File: src/rtl/sirv_vga_timing_gen_if.sv
// Pixel-source bundle of the VGA timing generator: look-ahead requests out,
// returned RGB444 in, plus the registered raster outputs to the DAC.
interface sirv_vga_timing_gen_if;
  logic [11:0] pixel_data;
  logic [9:0]  pixel_xpos;
  logic [9:0]  pixel_ypos;
  logic        data_req;
  logic        vga_hs;
  logic        vga_vs;
  logic        vga_de;
  logic [11:0] vga_rgb;
  logic        frame_start;

  modport master (
    input  pixel_data,
    output pixel_xpos, pixel_ypos, data_req,
    output vga_hs, vga_vs, vga_de, vga_rgb, frame_start
  );

  modport slave (
    output pixel_data,
    input  pixel_xpos, pixel_ypos, data_req,
    input  vga_hs, vga_vs, vga_de, vga_rgb, frame_start
  );
endinterface

File: src/rtl/sirv_vga_timing_gen.sv
// VGA raster timing generator: free-running h/v counters, look-ahead pixel requests
// and a registered RGB444 output aligned with vga_hs, vga_vs and vga_de.
module sirv_vga_timing_gen #(
  parameter int unsigned H_SYNC   = 96,
  parameter int unsigned H_BACK   = 48,
  parameter int unsigned H_DISP   = 640,
  parameter int unsigned H_TOTAL  = 800,
  parameter int unsigned V_SYNC   = 2,
  parameter int unsigned V_BACK   = 33,
  parameter int unsigned V_DISP   = 480,
  parameter int unsigned V_TOTAL  = 525,
  parameter int unsigned PIX_LAT  = 1,
  parameter logic        SYNC_POL = 1'b0
) (
  input  logic                  vga_clk,
  input  logic                  rst_n,
  sirv_vga_timing_gen_if.master vga
);

  localparam logic [9:0]  H_LAST    = 10'(H_TOTAL - 1);
  localparam logic [9:0]  V_LAST    = 10'(V_TOTAL - 1);
  localparam logic [9:0]  H_SYNC_W  = 10'(H_SYNC);
  localparam logic [9:0]  V_SYNC_W  = 10'(V_SYNC);
  localparam logic [10:0] H_START   = 11'(H_SYNC + H_BACK);
  localparam logic [10:0] H_END     = 11'(H_SYNC + H_BACK + H_DISP);
  localparam logic [10:0] V_START   = 11'(V_SYNC + V_BACK);
  localparam logic [10:0] V_END     = 11'(V_SYNC + V_BACK + V_DISP);
  // Requests lead the displayed pixel by PIX_LAT clocks.
  localparam logic [10:0] REQ_START = 11'(H_SYNC + H_BACK - PIX_LAT);
  localparam logic [10:0] REQ_END   = 11'(H_SYNC + H_BACK + H_DISP - PIX_LAT);

  if (PIX_LAT < 1 || PIX_LAT > H_BACK) begin : g_bad_pix_lat
    $error("PIX_LAT must lie within 1..H_BACK");
  end
  if (H_TOTAL > 1024 || V_TOTAL > 1024 ||
      H_SYNC + H_BACK + H_DISP > H_TOTAL || V_SYNC + V_BACK + V_DISP > V_TOTAL) begin : g_bad_raster
    $error("raster parameters do not fit the 10-bit counters");
  end

  logic [9:0]  h_cnt_q, h_cnt_d;
  logic [9:0]  v_cnt_q, v_cnt_d;
  logic        hs_q, hs_d;
  logic        vs_q, vs_d;
  logic        de_q;
  logic [11:0] rgb_q, rgb_d;
  logic        fs_q, fs_d;
  logic [10:0] h_ext, v_ext;
  logic        vact, de_raw, req;
  logic [10:0] xpos_full, ypos_full;

  assign h_ext = {1'b0, h_cnt_q};
  assign v_ext = {1'b0, v_cnt_q};

  always_comb begin
    h_cnt_d = h_cnt_q + 10'd1;
    v_cnt_d = v_cnt_q;
    if (h_cnt_q == H_LAST) begin
      h_cnt_d = '0;
      v_cnt_d = (v_cnt_q == V_LAST) ? '0 : v_cnt_q + 10'd1;
    end
  end

  always_comb begin
    vact      = (v_ext >= V_START) && (v_ext < V_END);
    de_raw    = vact && (h_ext >= H_START) && (h_ext < H_END);
    req       = vact && (h_ext >= REQ_START) && (h_ext < REQ_END);
    xpos_full = req ? h_ext - REQ_START : '0;
    ypos_full = req ? v_ext - V_START : '0;
  end

  always_comb begin
    hs_d  = (h_cnt_q < H_SYNC_W) ? SYNC_POL : ~SYNC_POL;
    vs_d  = (v_cnt_q < V_SYNC_W) ? SYNC_POL : ~SYNC_POL;
    // Blanking data from the source is dropped here, never shown.
    rgb_d = de_raw ? vga.pixel_data : 12'h000;
    fs_d  = (h_cnt_q == '0) && (v_cnt_q == '0);
  end

  always_ff @(posedge vga_clk or negedge rst_n) begin
    if (!rst_n) begin
      h_cnt_q <= '0;
      v_cnt_q <= '0;
      hs_q    <= ~SYNC_POL;
      vs_q    <= ~SYNC_POL;
      de_q    <= 1'b0;
      rgb_q   <= '0;
      fs_q    <= 1'b0;
    end else begin
      h_cnt_q <= h_cnt_d;
      v_cnt_q <= v_cnt_d;
      hs_q    <= hs_d;
      vs_q    <= vs_d;
      de_q    <= de_raw;
      rgb_q   <= rgb_d;
      fs_q    <= fs_d;
    end
  end

  assign vga.data_req    = req;
  assign vga.pixel_xpos  = xpos_full[9:0];
  assign vga.pixel_ypos  = ypos_full[9:0];
  assign vga.vga_hs      = hs_q;
  assign vga.vga_vs      = vs_q;
  assign vga.vga_de      = de_q;
  assign vga.vga_rgb     = rgb_q;
  assign vga.frame_start = fs_q;

endmodule
File: src/flat_wrapper.sv
// flat-port wrapper written by rule: the top's interface ports become plain ports
module sirv_vga_timing_gen_flat 
#(
  parameter int unsigned H_SYNC   = 96,
  parameter int unsigned H_BACK   = 48,
  parameter int unsigned H_DISP   = 640,
  parameter int unsigned H_TOTAL  = 800,
  parameter int unsigned V_SYNC   = 2,
  parameter int unsigned V_BACK   = 33,
  parameter int unsigned V_DISP   = 480,
  parameter int unsigned V_TOTAL  = 525,
  parameter int unsigned PIX_LAT  = 1,
  parameter logic        SYNC_POL = 1'b0
)
  (vga_clk, rst_n, vga_pixel_data, vga_pixel_xpos, vga_pixel_ypos, vga_data_req, vga_vga_hs, vga_vga_vs, vga_vga_de, vga_vga_rgb, vga_frame_start);
  sirv_vga_timing_gen_if vga_i ();
  input  logic vga_clk;
  input  logic rst_n;
  input wire logic [$bits(vga_i.pixel_data)-1:0] vga_pixel_data;
  output wire logic [$bits(vga_i.pixel_xpos)-1:0] vga_pixel_xpos;
  output wire logic [$bits(vga_i.pixel_ypos)-1:0] vga_pixel_ypos;
  output wire logic [$bits(vga_i.data_req)-1:0] vga_data_req;
  output wire logic [$bits(vga_i.vga_hs)-1:0] vga_vga_hs;
  output wire logic [$bits(vga_i.vga_vs)-1:0] vga_vga_vs;
  output wire logic [$bits(vga_i.vga_de)-1:0] vga_vga_de;
  output wire logic [$bits(vga_i.vga_rgb)-1:0] vga_vga_rgb;
  output wire logic [$bits(vga_i.frame_start)-1:0] vga_frame_start;
  assign vga_i.pixel_data = vga_pixel_data;
  assign vga_pixel_xpos = vga_i.pixel_xpos;
  assign vga_pixel_ypos = vga_i.pixel_ypos;
  assign vga_data_req = vga_i.data_req;
  assign vga_vga_hs = vga_i.vga_hs;
  assign vga_vga_vs = vga_i.vga_vs;
  assign vga_vga_de = vga_i.vga_de;
  assign vga_vga_rgb = vga_i.vga_rgb;
  assign vga_frame_start = vga_i.frame_start;
  sirv_vga_timing_gen #(.H_SYNC(H_SYNC), .H_BACK(H_BACK), .H_DISP(H_DISP), .H_TOTAL(H_TOTAL), .V_SYNC(V_SYNC), .V_BACK(V_BACK), .V_DISP(V_DISP), .V_TOTAL(V_TOTAL), .PIX_LAT(PIX_LAT), .SYNC_POL(SYNC_POL)) u_core (.vga_clk(vga_clk), .rst_n(rst_n), .vga(vga_i));
endmodule
File: config.mk
export PLATFORM = sky130hd
export DESIGN_NAME = sirv_vga_timing_gen_flat
export DESIGN_NICKNAME = d
export VERILOG_FILES = /design/src/rtl/sirv_vga_timing_gen_if.sv /design/src/rtl/sirv_vga_timing_gen.sv /design/src/flat_wrapper.sv
export SDC_FILE = /design/constraint.sdc
export NUM_CORES = 1
export LEC_CHECK = 0
export BUFFER_PORTS_ARGS = -buffer_cell sky130_fd_sc_hd__buf_2
export CAP_MARGIN = 5
export CORE_ASPECT_RATIO = 1.5
export CORE_UTILIZATION = 55
export CTS_BUF_LIST = sky130_fd_sc_hd__clkbuf_2 sky130_fd_sc_hd__clkbuf_4 sky130_fd_sc_hd__clkbuf_8
export DETAILED_ROUTE_END_ITERATION = 16
export MAX_ROUTING_LAYER = met4
export PLACE_DENSITY = 0.82
export SYNTH_ARGS = -nofsm -noshare
export SYNTH_HDL_FRONTEND = slang
export SYNTH_SLANG_ARGS = --single-unit
File: constraint.sdc
create_clock -name vga_clk -period 2.6 [get_ports vga_clk]
set_input_delay 0.39 -clock vga_clk [delete_from_list [all_inputs] [get_ports vga_clk]]
set_output_delay 0.39 -clock vga_clk [all_outputs]
set_load 0.02 [all_outputs]
==> reports/qor.csv <==
metric;value;unit
period_share;0.971;
cts_root_buffer;clkbuf_8;
whs;0.162;ns
power_leakage;1.32;nW
clk_pin_slew;0.08;ns
syn-num-nets;235;
power.switching;0.000225;W
finalHoldViolCount;0;
synth-seq-cells;36;
maxSlewHeadroom;0.480;
crit_arrival;2.13;ns
drt_iter0_markers;56;
max_freq;396;MHz
initial_utilization;0.578;
syn-instance-count;217;
fin_ws;0.0750;ns
worstReg2RegStart;u_core.v_cnt_q[0]$_DFFE_PN0N_;
grt_pass1_wl;8.45;mm
slowest_delay;0.46;ns
crit_buf_inv;2;
antenna_cells;0;
core-area;3720;sq um
final_common_cell;buf_2;
netSwitchingFraction;0.209;
clockBufferDepth;2;
gp_congestion;0.947;
cts_buffers;5;
final_antenna_net_count;0;
routed_via_density;5.94;
endpoint_kind;output pin;
die_y;78.5;um
power_density;399;nW/um^2
drtPass1Iterations;4;
num_vias;1906;
seq_area_frac_synth;0.421;
startpoint;u_core.h_cnt_q[6]$_DFF_PN0_;
ff2ff_path_depth;6;
layout_common_cells;buf_2 (50), dfrtp_1 (31), buf_4 (19);
endpoint;vga_pixel_ypos[2];
final_cells;321;
grtUsageMet3;0.0717;
rsz0062_at_grt;true;
r2r_slack;0.62;ns
grt_antenna_before_repair;0;
ys.flop_type;dfrtp_1;
critical_path_cell_count;6;
synth_cell_types;53;
dp_cells;310;
min_path_type;input port to async pin;
htree_levels;2;
drive_gt1_frac;0.428;
grt_max_degree;37;
overflow;0;
p_seq_frac;0.521;
syn_avg_cell_area;9.89;sq um
grt.busiest_layer;met2;
synth-edff-count;0;
rows;27;
regToRegEndpoint;u_core.v_cnt_q[3]$_DFFE_PN0N_;
grt_pass1_vias;1896;
cts_sinks;36;
synthesis.area;2150;sq um
drc_errors;0;
worstSetupPathType;register to output pin;
cts_tree;yes;
tightest_slew;0.780;ns
routed_wl;5.25;mm
fin_nets;295;
yosysWarnings;0;
ir_drop;0.554;mV
fin_skew;0.00777;ns
synthArstFlopShare;1.00;
pre_cts_slack;0.183;ns
critPathSlowestCell;dfrtp_1;
die_w;53.0;um
finish.utilization;0.726;
die_area;4160;sq um
synthToLayoutAreaGrowth;25.6;%
pin_count;51;
final_area;2700;sq um
grt_use_met2;0.470;
track_usage;0.284;
critPathRequiredTime;2.21;ns
p_comb_frac;0.018;
place_hpwl;3.62;mm
cp_cell_sequence;or2_4 > nor3_2 > o22ai_4 > buf_4 > nor3_1 > buf_2;
drv_slew;0;
maxCapViolCount;0;
min_period;2.52;ns
cpLargestDelayFamily;simple AND/OR/NAND/NOR gates;
crit_path_start_kind;register;
port_buffers;50;
setup_viol;0;
status;completed;
worst_skew_pair.late_latency;0.30;ns
met1_usage;0.295;
worstPathMaxFanout;6;
place_area;2480;sq um
clkPwrFrac;0.461;
p_int;0.000850;W
post_drt_wl_per_cell;16.3;um
## registers in the layout (all words and copies together), names as in the netlist
| name | count |
|---|---|
| u_core.vga.vga_rgb | 12 |
| u_core.h_cnt_q | 10 |
| u_core.v_cnt_q | 10 |
| u_core.vga.frame_start | 1 |
| u_core.vga.vga_de | 1 |
| u_core.vga.vga_hs | 1 |
| u_core.vga.vga_vs | 1 |
## what timing repair did
action | CTS | global route
endpoints found under the setup margin | 20 | 20
setup buffers | 1 | 1
resized for setup | 7 | 11
hold buffers | 0 | 0
gates cloned | 0 | 1
pin swaps | 2 | 4
## metrics by stage
| step | power, W | TNS (ns) |
|---|---|---|
| 2_1_floorplan | 0.000571 | 0 |
| 3_3_place_gp | 0.000591 | 0 |
| 3_5_place_dp | 0.000591 | 0 |
| 4_1_cts | 0.00108 | 0 |
| 5_1_grt | 0.00110 | -0.00948 |
| 6_report | 0.00108 | 0 |
## worst reg2reg max path: stages (launching register included)
cell	delay, ns
dfrtp_2	0.46
inv_1	0.11
ha_1	0.16
nor3b_1	0.48
and3_1	0.31
o21ai_0	0.11
a32o_1	0.24
## logic make-up after synthesis
group,share of synthesized area
buffers and inverters,0.0618
xor gates and xnor gates,0.0734
AOI/OAI and AO/OA,0.111
muxes,0.0146
adders and majority gates,0.0233
and+or+nand+nor,0.295
DFF,0.421
## layer usage
| layer | routed length, um | vias up |
|---|---|---|
| li1 | - | 886 |
| met1 | 1900 | 924 |
| met2 | 2870 | 72 |
| met3 | 269 | 24 |
| met4 | 204 | 0 |
| met5 | 0 | - |
## power groups by stage
stage	combinational (W)	clock, W	sequential, W
2_1_floorplan	0.000000179	0	0.000571
3_3_place_gp	0.0000201	0	0.000571
4_1_cts	0.0000206	0.000500	0.000560
6_report	0.0000197	0.000496	0.000560
3_5_place_dp	0.0000203	0	0.000571
5_1_grt	0.0000226	0.000521	0.000560
## cells in the mapped netlist (2+ instances only)
cell      number  share of area
inv_1          9          0.016
nor4_1         3         0.0087
and2_1         2         0.0058
buf_6          3          0.016
mux2i_1        2         0.0093
nand3_1       13          0.030
nor2_1        12          0.021
o22ai_1        3         0.0087
nor3_1        18          0.042
o41ai_1        2         0.0082
or3_1          3         0.0087
and3_1         7          0.020
nand4_1        6          0.017
xor2_1         6          0.024
o21ai_0        7          0.016
dfstp_2        2          0.024
nor3b_1        2         0.0070
buf_2          8          0.019
clkbuf_2       2         0.0047
ha_1           4          0.023
and2_4         9          0.037
nand2_1        8          0.014
a21oi_1        5          0.012
nor3_2         2         0.0093
dfrtp_1       34           0.40
a31oi_1        2         0.0058
and4_1         2         0.0082
clkbuf_1       3         0.0052
xnor2_1       12          0.049
and2_2         3          0.010
## worst min-delay path by stage
stage | startpoint | end | cells past startpoint
floorplan | rst_n | u_core.h_cnt_q[0]$_DFF_PN0_ | 0
global placement | rst_n | u_core.vga.vga_rgb[9]$_DFF_PN0_ | 1
detailed placement | rst_n | u_core.vga.vga_rgb[8]$_DFF_PN0_ | 1
CTS | rst_n | u_core.vga.vga_rgb[0]$_DFF_PN0_ | 1
global route | rst_n | u_core.vga.vga_rgb[9]$_DFF_PN0_ | 1
finish | rst_n | u_core.vga.vga_rgb[8]$_DFF_PN0_ | 1
## layout make-up
class / instances / area [sq um]
multi-input cells: 155 / 1190
fillers: 279 / 1020
flip-flops and latches: 36 / 907
repair buffers: 70 / 404
clock buffers: 5 / 68.8
well taps: 43 / 53.8
clock inverters: 3 / 42.5
inverters: 9 / 33.8
(Power assumes the default switching activity.)
